File: config.mk
export PLATFORM = sky130hd
export DESIGN_NAME = seven_seg_scanner_flat
export DESIGN_NICKNAME = d
export VERILOG_FILES = /design/src/rtl/seven_seg_scanner_if.sv /design/src/rtl/seven_seg_scanner.sv /design/src/flat_wrapper.sv
export SDC_FILE = /design/constraint.sdc
export NUM_CORES = 1
export LEC_CHECK = 0
export ABC_CLOCK_PERIOD_IN_PS = 2300
export BUFFER_PORTS_ARGS = -buffer_cell sky130_fd_sc_hd__buf_2
export CAP_MARGIN = 15
export CORE_MARGIN = 3
export CORE_UTILIZATION = 55
export DETAILED_ROUTE_END_ITERATION = 10
export PLACE_DENSITY = 0.76
export SLEW_MARGIN = 20
export SYNTH_ARGS = -nofsm -noshare
export SYNTH_HDL_FRONTEND = slang
export SYNTH_SLANG_ARGS = --single-unit
File: constraint.sdc
create_clock -name clk -period 2.3 [get_ports clk]
set_input_delay 0.46 -clock clk [delete_from_list [all_inputs] [get_ports clk]]
set_output_delay 0.46 -clock clk [all_outputs]
set_load 0.02 [all_outputs]
File: src/rtl/seven_seg_scanner_if.sv
// Purpose : value/load/busy plus digit/position bundle between the datapath,
//           the scanner and the downstream segment/anode decoder.
// Latency : none (wires only).
// Backpressure: busy tells the master that load is ignored until it drops.
// Ports   : value[13:0], load  (master -> slave)
//           busy, digit[3:0], position[1:0]  (slave -> master)
interface seven_seg_scanner_if;
  logic [13:0] value;
  logic        load;
  logic        busy;
  logic [3:0]  digit;
  logic [1:0]  position;

  // Source side of value/load; observes busy and the scanned digit stream.
  modport master (
    output value, load,
    input  busy, digit, position
  );

  // The scanner itself.
  modport slave (
    input  value, load,
    output busy, digit, position
  );
endinterface

File: src/rtl/seven_seg_scanner.sv
// Purpose : binary (0-9999) to 4-digit BCD via sequential double-dabble,
//           then time-multiplexed onto digit/position.
// Latency : load at edge N -> busy after edges N+1..N+15, new digits from edge N+16.
// Backpressure: load is dropped (not queued) while busy=1; scanning never stalls.
// Ports   : clk, rst_n (async, active-low); io.slave = value, load, busy,
//           digit (0-9, 11 = 'E'), position (0 = ones .. 3 = thousands).
module seven_seg_scanner #(
  parameter int REFRESH_DIV = 100000,
  parameter int CNT_W       = 17
) (
  input  logic                clk,
  input  logic                rst_n,
  seven_seg_scanner_if.slave  io
);

  typedef enum logic [1:0] {IDLE, CONVERT, DONE} state_t;

  localparam logic [CNT_W-1:0] CNT_LAST = CNT_W'(REFRESH_DIV - 1);
  localparam logic [3:0]       DIG_E    = 4'd11;

  state_t      state_q, state_d;
  logic [13:0] bin_q, bin_d;
  logic [15:0] bcd_q, bcd_d;
  logic [15:0] bcd_adj;
  logic [3:0]  step_q, step_d;
  logic        ovf_q, ovf_d;
  logic        commit;
  logic        busy_q;

  logic [15:0]      disp_q;   // nibble i is shown at position i
  logic [CNT_W-1:0] cnt_q;
  logic [1:0]       pos_q, pos_next;
  logic [3:0]       digit_q;
  logic             tc;

  // Double-dabble correction: any nibble >= 5 would exceed 9 after the shift.
  always_comb begin
    bcd_adj = bcd_q;
    for (int i = 0; i < 4; i++) begin
      if (bcd_q[4*i +: 4] >= 4'd5)
        bcd_adj[4*i +: 4] = bcd_q[4*i +: 4] + 4'd3;
    end
  end

  always_comb begin
    state_d = state_q;
    bin_d   = bin_q;
    bcd_d   = bcd_q;
    step_d  = step_q;
    ovf_d   = ovf_q;
    commit  = 1'b0;
    unique case (state_q)
      IDLE: begin
        // busy lags the state by one edge, so both must be clear to accept.
        if (io.load && !busy_q) begin
          state_d = CONVERT;
          bin_d   = io.value;
          bcd_d   = '0;
          step_d  = '0;
          ovf_d   = (io.value > 14'd9999);
        end
      end
      CONVERT: begin
        {bcd_d, bin_d} = {bcd_adj[14:0], bin_q, 1'b0};
        step_d         = step_q + 4'd1;
        if (step_q == 4'd13)
          state_d = DONE;
      end
      DONE: begin
        commit  = 1'b1;
        state_d = IDLE;
      end
      default: state_d = IDLE;
    endcase
  end

  always_ff @(posedge clk or negedge rst_n) begin
    if (!rst_n) begin
      state_q <= IDLE;
      bin_q   <= '0;
      bcd_q   <= '0;
      step_q  <= '0;
      ovf_q   <= 1'b0;
      busy_q  <= 1'b0;
      disp_q  <= '0;
    end else begin
      state_q <= state_d;
      bin_q   <= bin_d;
      bcd_q   <= bcd_d;
      step_q  <= step_d;
      ovf_q   <= ovf_d;
      busy_q  <= (state_q != IDLE);
      if (commit)
        disp_q <= ovf_q ? {4{DIG_E}} : bcd_q;
    end
  end

  // Scanner runs free of the FSM; digit is looked up with the position it
  // will be paired with so the two always change together.
  assign tc       = (cnt_q == CNT_LAST);
  assign pos_next = tc ? pos_q + 2'd1 : pos_q;

  always_ff @(posedge clk or negedge rst_n) begin
    if (!rst_n) begin
      cnt_q   <= '0;
      pos_q   <= '0;
      digit_q <= '0;
    end else begin
      cnt_q   <= tc ? '0 : cnt_q + 1'b1;
      pos_q   <= pos_next;
      digit_q <= disp_q[{pos_next, 2'b00} +: 4];
    end
  end

  assign io.busy     = busy_q;
  assign io.digit    = digit_q;
  assign io.position = pos_q;

endmodule
File: src/flat_wrapper.sv
// flat-port wrapper written by rule: the top's interface ports become plain ports
module seven_seg_scanner_flat 
#(
  parameter int REFRESH_DIV = 100000,
  parameter int CNT_W       = 17
)
  (clk, rst_n, io_value, io_load, io_busy, io_digit, io_position);
  seven_seg_scanner_if io_i ();
  input  logic clk;
  input  logic rst_n;
  input wire logic [$bits(io_i.value)-1:0] io_value;
  input wire logic [$bits(io_i.load)-1:0] io_load;
  output wire logic [$bits(io_i.busy)-1:0] io_busy;
  output wire logic [$bits(io_i.digit)-1:0] io_digit;
  output wire logic [$bits(io_i.position)-1:0] io_position;
  assign io_i.value = io_value;
  assign io_i.load = io_load;
  assign io_busy = io_i.busy;
  assign io_digit = io_i.digit;
  assign io_position = io_i.position;
  seven_seg_scanner #(.REFRESH_DIV(REFRESH_DIV), .CNT_W(CNT_W)) u_core (.clk(clk), .rst_n(rst_n), .io(io_i));
endmodule
==> impl_metrics.py, run 1 <==
metrics = {
    "grt": {
        "antenna_found_initial": 0,
        "grt_overflow": 0,
        "grt_pass1_vias": 2826,
        "grt_use_total_pct": 20.7,
        "grt_pass1_wl_um": 12600,
        "grt_max_degree": 50,
    },
    "timing": {
        "rsz0062_at_grt": "no",
        "finalSetupViolCount": 0,
        "fmax_mhz": 477,
        "relSlewSlack_pct": 53.0,
        "drv_slew": 0,
        "period_minus_slack_ns": 2.10,
        "fin_skew_ns": 0.0133,
        "setup-tns-final_ns": 0,
        "fin_crit_sh_pct": 91.2,
        "hold_viol": 0,
        "worstMarginPinSlew_ns": 0.704,
    },
    "finish": {
        "fin_cells": 497,
        "drive_above_1_share_pct": 13.8,
        "diodes": 0,
        "utilization_pct": 65.3,
        "nets": 443,
        "fillCellCount": 550,
        "area_growth_pct": 11.8,
    },
    "power": {
        "power_density_nw_per_um2": 1190,
        "seqPwrFrac_pct": 41.7,
        "combPwrFrac_pct": 31.3,
        "p_sw_share_pct": 35.5,
        "ir_worst_vdd_mv": 1.02,
        "p_leak_nw": 1.99,
        "p_int_mw": 3.28,
        "p_switching_mw": 1.80,
        "clkPwrFrac_pct": 27.0,
    },
    "place": {
        "place_congestion": 0.835,
        "io_buffers": 23,
        "dpl.cell_count": 481,
        "dp_hpwl_um": 4770,
    },
    "critical_path": {
        "crit_chain": "ha_1, and4_4, and4_1, buf_4, mux2i_1, a211o_1",
        "critPathSlowestCell": "and4_1",
        "crit_buf_inv": 1,
        "worst_setup_path_start_kind": "register",
        "crit_family": "simple AND/OR/NAND/NOR gates",
        "critPathMaxFanout": 10,
        "critPathKind": "reg -> reg",
        "r2r_setup_slack_ns": 0.20,
        "crit_arrival_ns": 2.33,
        "slowest_delay_ns": 0.50,
        "cp.required_ns": 2.53,
        "worst_setup_path_end_kind": "register",
    },
    "drt": {
        "viasPerCell": 5.63,
        "firstDrtPassIters": 5,
        "vias": 2798,
        "drc": 0,
        "first_iter_violations": 134,
        "ant_nets": 0,
        "wl_um": 7260,
        "wl_per_cell_um": 14.6,
    },
    "clocking": {
        "cts_num_sinks": 77,
        "cts_tree": "done",
        "post-cts-setup-buffer-count": 0,
        "cts_buffers": 9,
        "cts_resized": 0,
        "clockBufferDepth": 2,
        "root_buffer": "clkbuf_8",
        "clk_pin_slew_ns": 0.09,
        "postCtsHoldBufs": 0,
        "clkLatencyLatePin_ns": 0.35,
        "h-tree-depth": 3,
    },
    "floorplanning": {
        "pin_count": 24,
        "die_x_um": 89.3,
        "row_count": 29,
        "core_region_area_um2": 6530,
        "die_height_um": 89.3,
        "die-area_um2": 7970,
        "start_util_pct": 58.4,
    },
    "synthesis": {
        "synth-seq-area-share_pct": 50.5,
        "syn_nets": 423,
        "synth-edff-count": 0,
        "synth_cell_type_count": 37,
        "synth_top_area_cell": "dfrtp_1",
        "ys_ff_latch": 77,
        "syn_area_um2": 3810,
        "synthTopCellsByCount": "83 x nand2_1, 77 x dfrtp_1, 29 x nor2_1",
        "async_flop_share_pct": 100,
        "ys.warnings.count": 0,
        "yosys.area.top_type_share_pct": 50.5,
        "synth_most_common_cell": "nand2_1",
        "synthTopCellsByArea": "dfrtp_1 51%, nand2_1 8.2%, mux2i_1 3.7%, ha_1 3.6%, o21ai_0 3.5%",
        "syn_area_per_cell_um2": 9.65,
        "ys.flop_type": "dfrtp_1",
        "syn_inst": 395,
    },
    "run": {
        "drv_cap": 0,
    },
    "outcome": {
        "outcome": "finished, final reports clean",
    },
    "worst_hold_path": {
        "min_path_type": "in -> async",
    },
}
-- power by group through the flow --
stage,Clock [mW],Sequential [mW],Combinational (mW)
floorplan,0,2.05,1.24
global placement,0,2.12,1.53
global route,1.46,2.18,1.86
CTS,1.40,2.11,1.61
finish,1.37,2.12,1.59
detailed placement,0,2.14,1.60
-- state kept, by name, summed over array words and instances (netlist names) --
| register | flops |
|---|---|
| u_core.bin_q | 14 |
| u_core.cnt_q | 17 |
| u_core.step_q | 4 |
| u_core.bcd_q | 16 |
| u_core.io.busy | 1 |
| u_core.io.position | 2 |
| u_core.io.digit | 4 |
| u_core.state_q | 2 |
| u_core.ovf_q | 1 |
| u_core.disp_q | 16 |
-- worst register-to-register path, delay by kind of cell (launching register included) --
family | cells | cell delay (ns)
AO/OA/AOI/OAI | 1 | 0.30
buffers and inverters | 1 | 0.25
flip-flops | 1 | 0.39
adder cells (fa/ha/maj) | 1 | 0.21
multiplexers | 1 | 0.08
AND/OR/NAND/NOR | 2 | 0.74
-- kinds of logic (layout without fill, tap and decap cells) --
family,Yosys count,in the layout,share of synthesized area (%)
AOI/OAI and AO/OA,64,64,10.5
muxes,22,22,6.04
adders and majority gates,11,11,3.61
buffers and inverters,32,57,3.90
xor gates and xnor gates,24,24,5.51
DFF,77,77,50.5
and+or+nand+nor,165,165,19.9
-- cell type report --
| type | count | area, um2 | area share, % |
|---|---|---|---|
| Clock inverter | 7 | 145 | 3.40 |
| Tap cell | 77 | 96.3 | 2.26 |
| Clock buffer | 9 | 124 | 2.90 |
| Multi-Input combinational cell | 286 | 1750 | 41.0 |
| Timing Repair Buffer | 30 | 183 | 4.28 |
| Sequential cell | 77 | 1930 | 45.2 |
| Inverter | 11 | 41.3 | 0.968 |
-- stage by stage --
stage	cell area, um2	worst slack (ns)	power, mW	hold slack [ns]
global placement	3990	0.305	3.65	0.458
global route	4270	0.0241	5.49	0.148
floorplan	3810	0.566	3.29	0.164
finish	4270	0.203	5.08	0.121
detailed placement	3990	0.233	3.73	0.464
CTS	4260	0.177	5.13	0.125
-- cell usage in the layout (no fill, tap or decap), types with 2 or more instances in the layout --
cell type	instances
a211o_1	4
a21oi_1	5
a22oi_1	12
and3_1	3
and4_1	3
buf_2	22
buf_4	7
bufinv_16	4
clkbuf_8	9
dfrtp_1	77
ha_1	11
inv_1	11
mux2_2	8
mux2i_1	14
nand2_1	83
nand2b_1	11
nand3_1	12
nand4_1	4
nor2_1	28
nor2b_1	7
nor3_1	5
nor4_1	2
o21ai_0	27
o22ai_1	9
o31ai_1	2
o32ai_1	3
xnor2_1	10
xor2_1	14
-- metal layers --
metal	global-route usage (%)	up-vias	wire (um)
met5	0	-	0
met4	7.44	0	106
met3	4.70	9	207
met2	34.9	40	3600
met1	26.1	1358	3350
li1	-	1391	-
-- worst paths after layout --
path	startpoint	to	cells past startpoint
min reg2reg	u_core.cnt_q[16]	u_core.cnt_q[16]	1
max	u_core.cnt_q[0]	u_core.io.digit[2]	6
max in group asynchronous	rst_n	u_core.bcd_q[11]	2
max reg2reg	u_core.cnt_q[0]	u_core.io.digit[2]	6
min	rst_n	u_core.cnt_q[10]	1
min in group clk	io_value[0]	u_core.bin_q[0]	3
(Power assumes the default switching activity.)
==> inputs of run 2 (changes only) <==
--- a/config.mk
+++ b/config.mk
@@ -10,6 +10,7 @@
 export CAP_MARGIN = 15
 export CORE_MARGIN = 3
 export CORE_UTILIZATION = 55
+export CTS_BUF_LIST = sky130_fd_sc_hd__clkbuf_4
 export DETAILED_ROUTE_END_ITERATION = 10
 export PLACE_DENSITY = 0.76
 export SLEW_MARGIN = 20
==> run 2 against run 1 <==
Non-clock buffer count did not move. Sequential share of layout area rose by 0.60 points. Register-to-register slack got worse by 0.02 ns. Flip-flop and latch count did not move. Critical path depth did not move. Core utilization fell by 0.86 points. Clock skew rose by 0.012 ns. Routed wire length rose by 0.21%. Die area did not move. Cell count did not move. Via count barely moved. Power fell by 3.9%. Highest routed layer unchanged.
==> impl_metrics.py, run 2 (synthesized netlist as in run 1, its figures left out) <==
metrics = {
    "outcome": {
        "outcome": "finished, final reports clean",
    },
    "grt": {
        "grt_use_total_pct": 20.7,
        "grt_pass1_vias": 2818,
        "grt_overflow": 0,
        "grt_max_degree": 50,
        "antenna_found_initial": 0,
        "grt_pass1_wl_um": 12600,
    },
    "finish": {
        "largest_reg_flops": 17,
        "layout_common_cells": "83 x nand2_1, 77 x dfrtp_1, 28 x nor2_1, 27 x o21ai_0, 22 x buf_2",
        "final_common_cell": "nand2_1",
        "regMostFlops": "u_core.cnt_q",
        "area_growth_pct": 10.4,
        "fin_cells": 497,
        "top_regs": "u_core.cnt_q (17), u_core.bcd_q (16), u_core.disp_q (16)",
        "drive_above_1_share_pct": 13.8,
        "nets": 443,
        "diodes": 0,
    },
    "power": {
        "p_leak_nw": 1.97,
        "power_density_nw_per_um2": 1160,
        "ir_worst_vdd_mv": 1.02,
    },
    "floorplanning": {
        "die_x_um": 89.3,
        "die_height_um": 89.3,
        "pin_count": 24,
        "die-area_um2": 7970,
        "core_region_area_um2": 6530,
        "start_util_pct": 58.4,
        "row_count": 29,
    },
    "drt": {
        "wl_per_cell_um": 14.6,
        "first_iter_violations": 126,
        "wl_met1_um": 3310,
        "firstDrtPassIters": 4,
        "wl_um": 7280,
        "ant_nets": 0,
        "met3WireLength_um": 248,
        "drc": 0,
        "vias": 2797,
        "wl_met2_um": 3620,
        "highest_layer": "met4",
        "viasPerCell": 5.63,
    },
    "timing": {
        "setup_ws_ns": 0.186,
        "fin_skew_ns": 0.0254,
        "whs_ns": 0.0225,
        "worstMarginPinSlew_ns": 0.687,
        "relSlewSlack_pct": 54.2,
        "drv_slew": 0,
        "rsz0062_at_grt": "no",
        "period_minus_slack_ns": 2.11,
        "hold_viol": 0,
        "fin_crit_sh_pct": 91.9,
        "fmax_mhz": 473,
        "finalSetupViolCount": 0,
        "setup-tns-final_ns": 0,
    },
    "critical_path": {
        "crit_chain": "ha_1, and4_4, and4_1, buf_4, mux2i_1, a211o_1",
        "slowest_delay_ns": 0.50,
        "crit_family": "simple AND/OR/NAND/NOR gates",
        "critPathSlowestCell": "and4_1",
        "critPathMaxFanout": 10,
        "crit_buf_inv": 1,
        "cp.required_ns": 2.62,
        "critPathKind": "reg -> reg",
        "crit_arrival_ns": 2.43,
        "worst_setup_path_end_kind": "register",
        "worst_setup_path_start_kind": "register",
    },
    "clocking": {
        "post-cts-setup-buffer-count": 0,
        "clk_pin_slew_ns": 0.15,
        "h-tree-depth": 3,
        "root_buffer": "clkbuf_4",
        "cts_buffers": 9,
        "cts_num_sinks": 77,
        "clockBufferDepth": 2,
        "postCtsHoldBufs": 0,
        "cts_resized": 0,
        "cts_tree": "done",
        "clkLatencyLatePin_ns": 0.44,
    },
    "place": {
        "dp_slack_ns": 0.233,
        "dpl.cell_count": 481,
        "dp_hpwl_um": 4770,
        "place_congestion": 0.835,
        "io_buffers": 23,
    },
    "run": {
        "drv_cap": 0,
    },
    "worst_hold_path": {
        "min_path_type": "in -> async",
    },
}
## run 2: worst reg2reg max path: stages, from the launching register on
cell	delay, ns
dfrtp_1	0.41
ha_1	0.21
and4_4	0.24
and4_1	0.50
buf_4	0.25
mux2i_1	0.08
a211o_1	0.30
## run 2: path summary, 6_finish.rpt
kind	slack [ns]	from	to	cells past startpoint
min in group clk	0.24	io_value[1]	u_core.bin_q[1]	3
max in group asynchronous	1.66	rst_n	u_core.bcd_q[11]	2
worst min register to register	0.48	u_core.cnt_q[16]	u_core.cnt_q[16]	1
worst min-delay path	0.02	rst_n	u_core.cnt_q[10]	1
worst max-delay path	0.19	u_core.cnt_q[0]	u_core.io.digit[2]	6
worst max register to register	0.19	u_core.cnt_q[0]	u_core.io.digit[2]	6
## run 2: per-layer routing
metal / track usage (%) / vias to the layer above
met5: 0 / -
met4: 7.98 / 0
met3: 4.15 / 7
met2: 35.2 / 45
met1: 26.1 / 1356
li1: - / 1389
## run 2: area by class of cell
class                   count  area (um2)
well taps                  77        96.3
flip-flops and latches     77        1930
inverters                  11        41.3
multi-input cells         286        1750
clock buffers               9        67.6
fillers                   561        2320
repair buffers             30         183
clock inverters             7         145
## run 2: report_power, final
part,switching [mW],total (mW),internal [mW]
registers,0.368,2.12,1.75
clock network,0.513,1.18,0.665
logic,0.903,1.59,0.689
total,1.78,4.89,3.10
## run 2: per-stage QoR
step,power (mW),area [um2],util [%]
2_1_floorplan,3.29,3810,-
3_3_place_gp,3.65,3990,61.1
3_5_place_dp,3.73,3990,61.1
4_1_cts,4.93,4210,64.4
5_1_grt,5.30,4210,64.4
6_report,4.89,4210,64.4
==> inputs of run 3 (changes only) <==
--- a/config.mk
+++ b/config.mk
@@ -6,7 +6,7 @@
 export NUM_CORES = 1
 export LEC_CHECK = 0
 export ABC_CLOCK_PERIOD_IN_PS = 2300
-export BUFFER_PORTS_ARGS = -buffer_cell sky130_fd_sc_hd__buf_2
+export BUFFER_PORTS_ARGS = -buffer_cell sky130_fd_sc_hd__buf_4
 export CAP_MARGIN = 15
 export CORE_MARGIN = 3
 export CORE_UTILIZATION = 55
==> run 3 against run 2 <==
Hold slack better by 0.0038 ns. Critical path depth unchanged. Clock skew decreased by 0.0084 ns. First-iteration DRC count rose by 32%. Register-to-register slack hardly changed. Setup slack better by 0.0083 ns. Non-clock buffer count down 1. Clock power down 40%. Sequential power barely moved. Combinational power hardly changed. Maximum frequency rose by 0.39%. Critical endpoint is now u_core.io.digit[3]. Largest cell class unchanged. Largest power group unchanged.
==> impl_metrics.py, run 3 (synthesized netlist as in run 1, its figures left out) <==
metrics = {
    "timing": {
        "fmax_mhz": 475,
        "worstMarginPinSlew_ns": 0.989,
        "setup-tns-final_ns": 0,
        "finalSetupViolCount": 0,
        "fin_skew_ns": 0.0170,
        "relSlewSlack_pct": 34.1,
        "hold_viol": 0,
        "fin_crit_sh_pct": 91.6,
        "rsz0062_at_grt": "no",
        "period_minus_slack_ns": 2.11,
        "drv_slew": 0,
    },
    "finish": {
        "utilization_pct": 63.8,
        "drive_above_1_share_pct": 13.6,
        "final_common_cell": "nand2_1",
        "regMostFlops": "u_core.cnt_q",
        "nets": 442,
        "seqCellArea_um2": 1930,
        "diodes": 0,
        "fillCellCount": 559,
        "largest_reg_flops": 17,
        "area_growth_pct": 9.19,
        "multi_input_area_um2": 1750,
        "top_regs": "u_core.cnt_q (17), u_core.bcd_q (16), u_core.disp_q (16)",
        "layout_common_cells": "83 x nand2_1, 77 x dfrtp_1, 28 x nor2_1, 28 x buf_4, 27 x o21ai_0",
    },
    "clocking": {
        "cts_tree": "done",
        "post-cts-setup-buffer-count": 0,
        "clockBufferDepth": 2,
        "cts_resized": 0,
        "h-tree-depth": 3,
        "clk_pin_slew_ns": 0.14,
        "postCtsHoldBufs": 0,
        "root_buffer": "clkbuf_4",
        "cts_num_sinks": 77,
        "cts_buffers": 9,
        "clkLatencyLatePin_ns": 0.42,
    },
    "power": {
        "power_density_nw_per_um2": 1060,
        "ir_worst_vdd_mv": 0.980,
        "p_leak_nw": 1.93,
        "p_total_mw": 4.42,
    },
    "critical_path": {
        "r2r-start": "u_core.cnt_q[0]",
        "critPathKind": "reg -> reg",
        "timing.rr.end": "u_core.io.digit[3]",
        "cp.required_ns": 2.60,
        "crit_arrival_ns": 2.41,
        "critPathMaxFanout": 10,
        "crit_end": "u_core.io.digit[3]",
        "worst_setup_path_start_kind": "register",
        "crit_start": "u_core.cnt_q[0]",
        "ff2ff_path_depth": 6,
        "worst_setup_path_end_kind": "register",
        "r2r_setup_slack_ns": 0.19,
    },
    "floorplanning": {
        "die_height_um": 89.3,
        "core_region_area_um2": 6530,
        "die_x_um": 89.3,
        "start_util_pct": 58.4,
        "die-area_um2": 7970,
        "pin_count": 24,
        "row_count": 29,
    },
    "grt": {
        "grt_max_degree": 48,
        "grt_pass1_wl_um": 12500,
        "grt_pass1_vias": 2788,
        "grt_use_total_pct": 20.1,
        "antenna_found_initial": 0,
        "grt_overflow": 0,
    },
    "drt": {
        "wl_per_cell_um": 14.2,
        "wl_um": 7060,
        "viasPerCell": 5.61,
        "first_iter_violations": 166,
        "vias": 2781,
        "firstDrtPassIters": 4,
        "ant_nets": 0,
        "drc": 0,
    },
    "run": {
        "drv_cap": 0,
    },
    "outcome": {
        "outcome": "finished, final reports clean",
    },
    "place": {
        "io_buffers": 23,
        "place_congestion": 0.774,
        "dp_hpwl_um": 4770,
    },
    "worst_hold_path": {
        "min_path_type": "in -> async",
    },
}
==> run 3: cell types whose count changed in the layout (fill, tap and decap cells not counted) <==
cell	change
buf_2	-22
buf_4	+21
bufinv_16	-4
clkinv_2	+1
clkinv_4	+1
clkinvlp_4	+3
inv_6	-1
==> run 3: how the worst min path moves through the flow <==
stage	slack, ns	end	cells after the start
after floorplan	0.16	u_core.bcd_q[0]	0
after global routing	0.02	u_core.cnt_q[9]	1
after global placement	0.46	u_core.cnt_q[0]	1
after CTS	0.02	u_core.cnt_q[9]	1
final	0.03	u_core.cnt_q[9]	1
after detailed placement	0.46	u_core.bin_q[11]	2
==> run 3: layout make-up <==
type | count | area share, %
Inverter | 11 | 0.992
Clock inverter | 7 | 1.26
Timing Repair Buffer | 29 | 5.53
Sequential cell | 77 | 46.3
Clock buffer | 9 | 1.62
Multi-Input combinational cell | 286 | 42.0
Tap cell | 77 | 2.31
==> run 3: worst max-delay path, cell delays in order (launching register included) <==
cell and delay [ns]:
dfrtp_1 0.41, ha_1 0.22, and4_4 0.25, and4_1 0.49, buf_4 0.25, mux2i_1 0.08
a211o_1 0.29
==> run 3: power by group <==
part           leakage, nW  internal (mW)  switching, mW  total [mW]
Combinational        0.868          0.712          0.891        1.60
Sequential            1.01           1.75          0.353        2.10
Clock               0.0541          0.222          0.490       0.712
==> run 3: metal layers <==
| metal | global-route usage (%) | wire length [um] | up-vias |
|---|---|---|---|
| met5 | 0 | 0 | - |
| met4 | 6.63 | 78 | 0 |
| met3 | 4.52 | 202 | 7 |
| met2 | 32.6 | 3400 | 39 |
| met1 | 26.8 | 3380 | 1347 |
| li1 | - | - | 1388 |
==> run 3: metrics by stage <==
stage,setup WS [ns],hold WS [ns],instance area [um2],cells
6_report,0.194,0.0263,4160,496
5_1_grt,0.0446,0.0191,4160,496
4_1_cts,0.166,0.0224,4160,496
3_5_place_dp,0.230,0.462,4040,480
3_3_place_gp,0.303,0.458,4040,480
2_1_floorplan,0.566,0.164,3810,395
